## src/rtl/mem_access_sequencer.sv

```systemverilog
// Multicycle load/store sequencer sitting between the datapath and a single-port data memory.
// Loads extract and zero-extend; partial stores do read-modify-write with exactly one write cycle.

module mem_access_sequencer_chk (
   input logic        clk,
   input logic        reset,
   input logic        mem_wr,
   input logic        busy,
   input logic        done,
   input logic        err,
   input logic [31:0] mem_wdata
);
   a_wr_busy:    assert property (@(posedge clk) disable iff (!reset) mem_wr |-> busy);
   a_wr_done:    assert property (@(posedge clk) disable iff (!reset) !(mem_wr && done));
   a_err_done:   assert property (@(posedge clk) disable iff (!reset) err |-> done);
   a_wdata_zero: assert property (@(posedge clk) disable iff (!reset) !mem_wr |-> (mem_wdata == 32'h0000_0000));
   a_done_pulse: assert property (@(posedge clk) disable iff (!reset) done |=> !done);
   a_wr_pulse:   assert property (@(posedge clk) disable iff (!reset) mem_wr |=> !mem_wr);
endmodule

module mem_access_sequencer #(
   parameter int unsigned MEM_LAT = 1
) (
   input  logic        clk,
   input  logic        reset,
   input  logic        start,
   input  logic [2:0]  op,
   input  logic [31:0] addr,
   input  logic [31:0] store_data,
   input  logic [31:0] mem_rdata,
   output logic [31:0] mem_addr,
   output logic        mem_wr,
   output logic [31:0] mem_wdata,
   output logic [31:0] load_data,
   output logic        busy,
   output logic        done,
   output logic        err
);
   typedef enum logic [2:0] {
      S_IDLE = 3'd0,
      S_RD   = 3'd1,
      S_CAP  = 3'd2,
      S_WR   = 3'd3,
      S_DONE = 3'd4
   } state_t;

   localparam logic [1:0] SZ_WORD  = 2'b00;
   localparam logic [1:0] SZ_HALF  = 2'b01;
   localparam logic [1:0] SZ_BYTE  = 2'b10;
   localparam logic [1:0] SZ_RSVD  = 2'b11;
   localparam logic [2:0] OP_SW    = 3'b100;
   localparam logic [3:0] CNT_LAST = 4'(MEM_LAT - 32'd1);

   state_t      state_r;
   logic [3:0]  cnt_r;
   logic [2:0]  op_r;
   logic [31:0] addr_r;
   logic [31:0] sdata_r;
   logic [31:0] wdata_r;
   logic [31:0] load_r;
   logic        wr_r;
   logic        busy_r;
   logic        done_r;
   logic        err_r;

   function automatic logic [31:0] extract_load(input logic [1:0] size, input logic [31:0] rdata);
      logic [31:0] res;
      case (size)
         SZ_HALF: res = {16'h0000, rdata[15:0]};
         SZ_BYTE: res = {24'h00_0000, rdata[7:0]};
         SZ_WORD: res = rdata;
         default: res = rdata;
      endcase
      return res;
   endfunction

   // Upper bits come from the word read back; only the addressed low part is replaced.
   function automatic logic [31:0] merge_store(input logic [1:0] size, input logic [31:0] rword,
                                               input logic [31:0] sdata);
      logic [31:0] res;
      case (size)
         SZ_HALF: res = {rword[31:16], sdata[15:0]};
         SZ_BYTE: res = {rword[31:8], sdata[7:0]};
         SZ_WORD: res = sdata;
         default: res = sdata;
      endcase
      return res;
   endfunction

   // Access FSM; every output is registered and set on the edge entering its state.
   always_ff @(posedge clk or negedge reset) begin
      if (!reset) begin
         state_r <= S_IDLE;
         cnt_r   <= 4'd0;
         op_r    <= 3'd0;
         addr_r  <= 32'h0000_0000;
         sdata_r <= 32'h0000_0000;
         wdata_r <= 32'h0000_0000;
         load_r  <= 32'h0000_0000;
         wr_r    <= 1'b0;
         busy_r  <= 1'b0;
         done_r  <= 1'b0;
         err_r   <= 1'b0;
      end else begin
         case (state_r)
            S_IDLE: begin
               done_r  <= 1'b0;
               err_r   <= 1'b0;
               wr_r    <= 1'b0;
               wdata_r <= 32'h0000_0000;
               cnt_r   <= 4'd0;
               if (start) begin
                  op_r    <= op;
                  addr_r  <= addr;
                  sdata_r <= store_data;
                  busy_r  <= 1'b1;
                  if (op[1:0] == SZ_RSVD) begin
                     state_r <= S_DONE;
                     done_r  <= 1'b1;
                     err_r   <= 1'b1;
                  end else if (op == OP_SW) begin
                     state_r <= S_WR;
                     wr_r    <= 1'b1;
                     wdata_r <= store_data;
                  end else begin
                     state_r <= S_RD;
                  end
               end else begin
                  busy_r <= 1'b0;
               end
            end
            S_RD: begin
               if (cnt_r == CNT_LAST) begin
                  cnt_r   <= 4'd0;
                  state_r <= S_CAP;
               end else begin
                  cnt_r <= cnt_r + 4'd1;
               end
            end
            S_CAP: begin
               // mem_rdata is only trusted in this cycle
               if (op_r[2]) begin
                  state_r <= S_WR;
                  wr_r    <= 1'b1;
                  wdata_r <= merge_store(op_r[1:0], mem_rdata, sdata_r);
               end else begin
                  state_r <= S_DONE;
                  done_r  <= 1'b1;
                  load_r  <= extract_load(op_r[1:0], mem_rdata);
               end
            end
            S_WR: begin
               wr_r    <= 1'b0;
               wdata_r <= 32'h0000_0000;
               done_r  <= 1'b1;
               state_r <= S_DONE;
            end
            S_DONE: begin
               done_r  <= 1'b0;
               err_r   <= 1'b0;
               busy_r  <= 1'b0;
               state_r <= S_IDLE;
            end
            default: begin
               state_r <= S_IDLE;
               cnt_r   <= 4'd0;
               wr_r    <= 1'b0;
               wdata_r <= 32'h0000_0000;
               busy_r  <= 1'b0;
               done_r  <= 1'b0;
               err_r   <= 1'b0;
            end
         endcase
      end
   end

   assign mem_addr  = addr_r;
   assign mem_wr    = wr_r;
   assign mem_wdata = wdata_r;
   assign load_data = load_r;
   assign busy      = busy_r;
   assign done      = done_r;
   assign err       = err_r;

   mem_access_sequencer_chk u_chk (
      .clk       (clk),
      .reset     (reset),
      .mem_wr    (wr_r),
      .busy      (busy_r),
      .done      (done_r),
      .err       (err_r),
      .mem_wdata (wdata_r)
   );
endmodule

```

## config.mk

```make
export PLATFORM = sky130hd
export DESIGN_NAME = mem_access_sequencer
export DESIGN_NICKNAME = d
export VERILOG_FILES = /design/src/rtl/mem_access_sequencer.sv
export SDC_FILE = /design/constraint.sdc
export NUM_CORES = 1
export LEC_CHECK = 0
export CAP_MARGIN = 25
export CORE_ASPECT_RATIO = 1.1
export CORE_MARGIN = 2
export CORE_UTILIZATION = 33
export CTS_CLUSTER_SIZE = 40
export DETAILED_ROUTE_END_ITERATION = 10
export SLEW_MARGIN = 25
export SYNTH_ARGS = -nofsm -noshare
export SYNTH_HDL_FRONTEND = slang
export SYNTH_SLANG_ARGS = --single-unit
```

## constraint.sdc

```tcl
create_clock -name clk -period 4.8 [get_ports clk]
set_input_delay 1.2 -clock clk [delete_from_list [all_inputs] [get_ports clk]]
set_output_delay 1.2 -clock clk [all_outputs]
set_load 0.05 [all_outputs]
```

Yosys cells after proc, flatten, opt, wreduce, memory -nomap -nowiden
Index checks and enable logic that the tools add are counted.
{"block": "classes", "addsub": 1, "eq_ne": 12, "muxes": 27, "n_bitwise": 3, "reduce_logical": 10}
{"cell": "$mux W32", "count": 4}
{"cell": "$pmux W32 S2", "count": 2}
{"cell": "$pmux W32 S3", "count": 1}
{"cell": "$mux W3", "count": 4}
{"cell": "$pmux W3 S4", "count": 1}
{"cell": "$reduce_and A2 Y1", "count": 5}
{"cell": "$mux W1", "count": 8}
{"cell": "$ne A2 B2 Y1 const B", "count": 4}
{"cell": "$pmux W4 S2", "count": 1}
{"cell": "$eq A3 B2 Y1 const B", "count": 2}
{"cell": "$eq A3 B3 Y1 const B", "count": 2}
{"cell": "$reduce_or A3 Y1", "count": 2}
{"cell": "$add A4 B1 Y4 const B", "count": 1}
{"cell": "$eq A2 B2 Y1 const B", "count": 2}
{"cell": "$logic_not A4 Y1", "count": 1}
{"cell": "$mux W4", "count": 1}
{"cell": "$pmux W1 S2", "count": 2}
{"cell": "$pmux W1 S4", "count": 1}
{"cell": "$eq A3 B1 Y1 const B", "count": 1}
{"cell": "$logic_not A3 Y1", "count": 1}
{"cell": "$not A1 Y1", "count": 3}
{"cell": "$pmux W1 S3", "count": 1}
{"cell": "$eq A2 B1 Y1 const B", "count": 1}
{"cell": "$mux W2", "count": 1}
{"cell": "$reduce_or A2 Y1", "count": 1}
{"block": "word_totals", "ff_bits": 142, "input_bits": 102, "out_inout_bits": 100, "word_cells": 64}

Logic depth before layout (Yosys ltp)
{"block": "depth", "ltp_word": 5, "mapped_depth": 7, "mapped_depth_nobuf": 5}

Worst setup path after synthesis
Ideal clock, no wire load.
{"block": "synth_path", "path_type": "input port to flip-flop", "startpoint": "input start", "endpoint": "register addr_r[0], in the netlist mem_addr[0]", "setup_ps": 125, "t_arrival_ps": 2314, "required_time_ps": 4675, "setup_slack_ps": 2361, "stages": 4, "path_buffers": 2, "cell_sequence": "nor4b_2 -> clkbuf_1 -> buf_2 -> mux2_2"}
{"block": "synth_via", "elab_chain_len": 1}
{"element": "start: declaration", "line_no": "26", "source": "input logic start,"}
{"element": "$reduce_and A2 Y1 (no source line)"}
{"element": "end signal: assignment", "line_no": "114", "source": "addr_r <= addr;"}
{"element": "end: declaration", "line_no": "57", "source": "logic [31:0] addr_r;"}
Every way passes these cells.
A chain may end at the register's enable or synchronous reset.

Worst setup path after layout
{"block": "layout_path", "startpoint": "input start", "endpoint": "register done_r, in the netlist done"}
{"block": "layout_via", "elab_chain_len": 2}
{"element": "$mux W1", "line_no": "112", "source": "if (start) begin"}
{"element": "$pmux W1 S4", "line_no": "105", "source": "case (state_r)"}
{"element": "end signal: assignment", "line_no": "102", "source": "done_r <= 1'b0;"}
{"element": "end signal: assignment", "line_no": "107", "source": "done_r <= 1'b0;"}
{"element": "end signal: assignment", "line_no": "119", "source": "done_r <= 1'b1;"}
{"element": "end: declaration", "line_no": "63", "source": "logic done_r;"}
Every way passes these cells.

==> run metrics <==
Yosys warning total=0; gr ovfl total=0; Final Wtd Congestion=0.788; worst-margin pin slew=0.880 ns; hold crit path type=register to register; FF/Latch Area=0.00355 mm2; ratio of cells with drive above 1 in the final layout=0.166; maximum number of pins on one net before global-route repair=95; f_max=0.351 GHz; post-synth net total=617; clock tree buffer depth=2; reg-to-reg startpoint=state_r[1]; number of clock sinks=142; setup repair after global routing missed its margin=false; number of maximum-capacitance constraint violations=0; detailed-route via count=4,758; violation count after the first detailed-route iteration=242; Post-Synthesis Cell Area=0.00607 mm2; Worst Clk Skew=0.00493 ns; category of the worst setup path launch point=input port; data arrival time at the worst-slack endpoint=3.17 ns; critical path endpoint=done; Site Rows=52; leakage dissipation=3.88 nW; synth unique cells=39; Critical Path Sink Type=register; CTS H-tree lvls=4; placed cell count=923; final setup violation count=0; synthesized area divided by synthesized cell count=11.9 um2; predominant post-synthesis flop cell=dfrtp_1; synthesized flop and latch total=142; fill cell count=1,644; Die Outline Area=0.0195 mm2; final hold violations=0; CTS Root Buffer Type=clkbuf_16; dominant cells by area after synthesis=dfrtp_1 (58%), mux2_2 (13%), a221o_1 (5.3%); die boundary height=146 um; count of buffers from port buffering=201; CP Max Fanout=76; Detailed Route WL=16.3 mm; antenna violations before repair=0; first-pass GRT wire length=26.4 mm; total negative slack for setup checks=0 ns; Antenna diodes=0; Crit Path Class=input port to register; router iterations before antenna repair=4; Async SR Flop Fraction=1.00; IR drop worst, VDD=0.425 mV; number of buffers created by CTS=17; count of hold-fix buffers inserted at cts=0; worst flop-to-flop path endpoint=mem_wdata[16]; area share of the largest cell type after synthesis=0.585; commonest cells after routing, fill and taps aside=clkdlybuf4s50_1 (200), dfrtp_1 (142), mux2_2 (72); register area share after synthesis=0.585; initial cell density of the core=0.333; vias in the first global route=4,999; area occupied by multi-input gates=0.00234 mm2; CORE AREA=0.0182 mm2; number of flops mapped to enable cells by yosys=0; outcome=finished clean; count of placed standard cells in the final layout, fillers left out=955; DR DRC count=0; antenna viol nets, final=0; post-route clock period utilization=0.594; die extent in x=133 um; via density per instance=4.98; post-DR wirelength/cell=17.1 um; half-perimeter wire length after placement=11.2 mm; final slew viol count=0; Worst Setup SP=start; cells resized by post-CTS repair=0; clock transition at the registers of the reported paths=0.06 ns; most common cell after layout, fill and taps aside=clkdlybuf4s50_1; insertion delay of the later-clocked pin in the worst-skew pair=0.42 ns; global-route usage over all layers=0.172; final layout net count=805; Final Critical Period=2.85 ns; IO Count=202; Worst R2R Setup Slack=2.27 ns; area grow syn2layout=46.8%; Cells after Synth=511; clock tree from TritonCTS=built; total setup buffers inserted after CTS=0; max-slew headroom at the worst pin=0.413; required arrival time at the worst endpoint=5.12 ns; worst r2r path cells=5; cell area power density=780 mW/mm2; dominant cell type by area after synthesis=dfrtp_1
sequential cells by signal (all words and copies together), names as in the netlist:
name,flops
done,1
err,1
mem_addr,32
mem_wr,1
busy,1
mem_wdata,32
sdata_r,32
cnt_r,4
state_r,3
op_r,3
load_data,32
cell families (layout without fill, tap and decap cells):
family                   after synthesis  after routing  synth area share
XOR/XNOR                               2              2           0.00288
buffers and inverters                 49            250            0.0352
AO/OA/AOI/OAI                        121            121             0.137
AND/OR/NAND/NOR                      120            120            0.0968
flip-flops                           142            142             0.585
multiplexers                          73             73             0.135
adder cells (fa/ha/maj)                4              4           0.00824
final cells by class:
cell class              count  share of cell area
clock buffers              21              0.0528
clock inverters            11              0.0156
well taps                 243              0.0341
inverters                   8             0.00337
multi-input cells         320               0.262
flip-flops and latches    142               0.399
repair buffers            210               0.233
worst min path at each step:
stage                       start             to  slack (ns)  cells past startpoint
finish              load_data[27]  load_data[27]        0.47                      2
global route        load_data[20]  load_data[20]        0.51                      2
CTS                 load_data[16]  load_data[16]        0.48                      2
detailed placement  load_data[16]  load_data[16]        0.47                      2
global placement    load_data[22]  load_data[22]        0.46                      2
floorplan              sdata_r[0]   mem_wdata[0]        0.48                      1
metal layers:
| metal | track usage | routed length [um] |
|---|---|---|
| met5 | 0 | 0 |
| met1 | 0.213 | 7260 |
| met3 | 0.0549 | 1110 |
| met4 | 0.0606 | 259 |
| met2 | 0.284 | 7700 |
Yosys cell counts (all sizes together), types with 2 or more instances:
| master | count |
|---|---|
| a31oi | 2 |
| inv | 8 |
| nand2 | 71 |
| dfrtp | 142 |
| ha | 4 |
| nor3 | 2 |
| o21ai | 64 |
| nand3 | 2 |
| a22o | 9 |
| a221o | 32 |
| nand2b | 2 |
| nor3b | 3 |
| a21oi | 5 |
| buf | 15 |
| clkbuf | 26 |
| mux2 | 72 |
| and3 | 32 |
critical path, cell delays in order:
cell	delay, ns
clkdlybuf4s50_1	0.51
nor4b_4	0.23
buf_4	0.69
nand3_1	0.23
a211oi_1	0.29
report_power, final:
group / total (mW) / internal [mW] / switching (mW)
clock network: 1.36 / 0.854 / 0.507
logic: 3.56 / 1.32 / 2.24
registers: 2.03 / 1.71 / 0.319
total: 6.95 / 3.89 / 3.06
metrics by stage:
step / power (mW) / hold WS, ns / setup WS [ns] / utilization / cell area [um2]
global route: 7.34 / 0.506 / 1.76 / 0.489 / 8920
floorplan: 4.49 / 0.476 / 2.36 / - / 6070
global placement: 5.55 / 0.464 / 1.37 / 0.455 / 8290
CTS: 7.03 / 0.483 / 1.92 / 0.489 / 8920
detailed placement: 5.64 / 0.470 / 1.50 / 0.456 / 8310
finish: 6.95 / 0.475 / 1.95 / 0.489 / 8920
No activity file was read; power rests on OpenSTA's default activity.
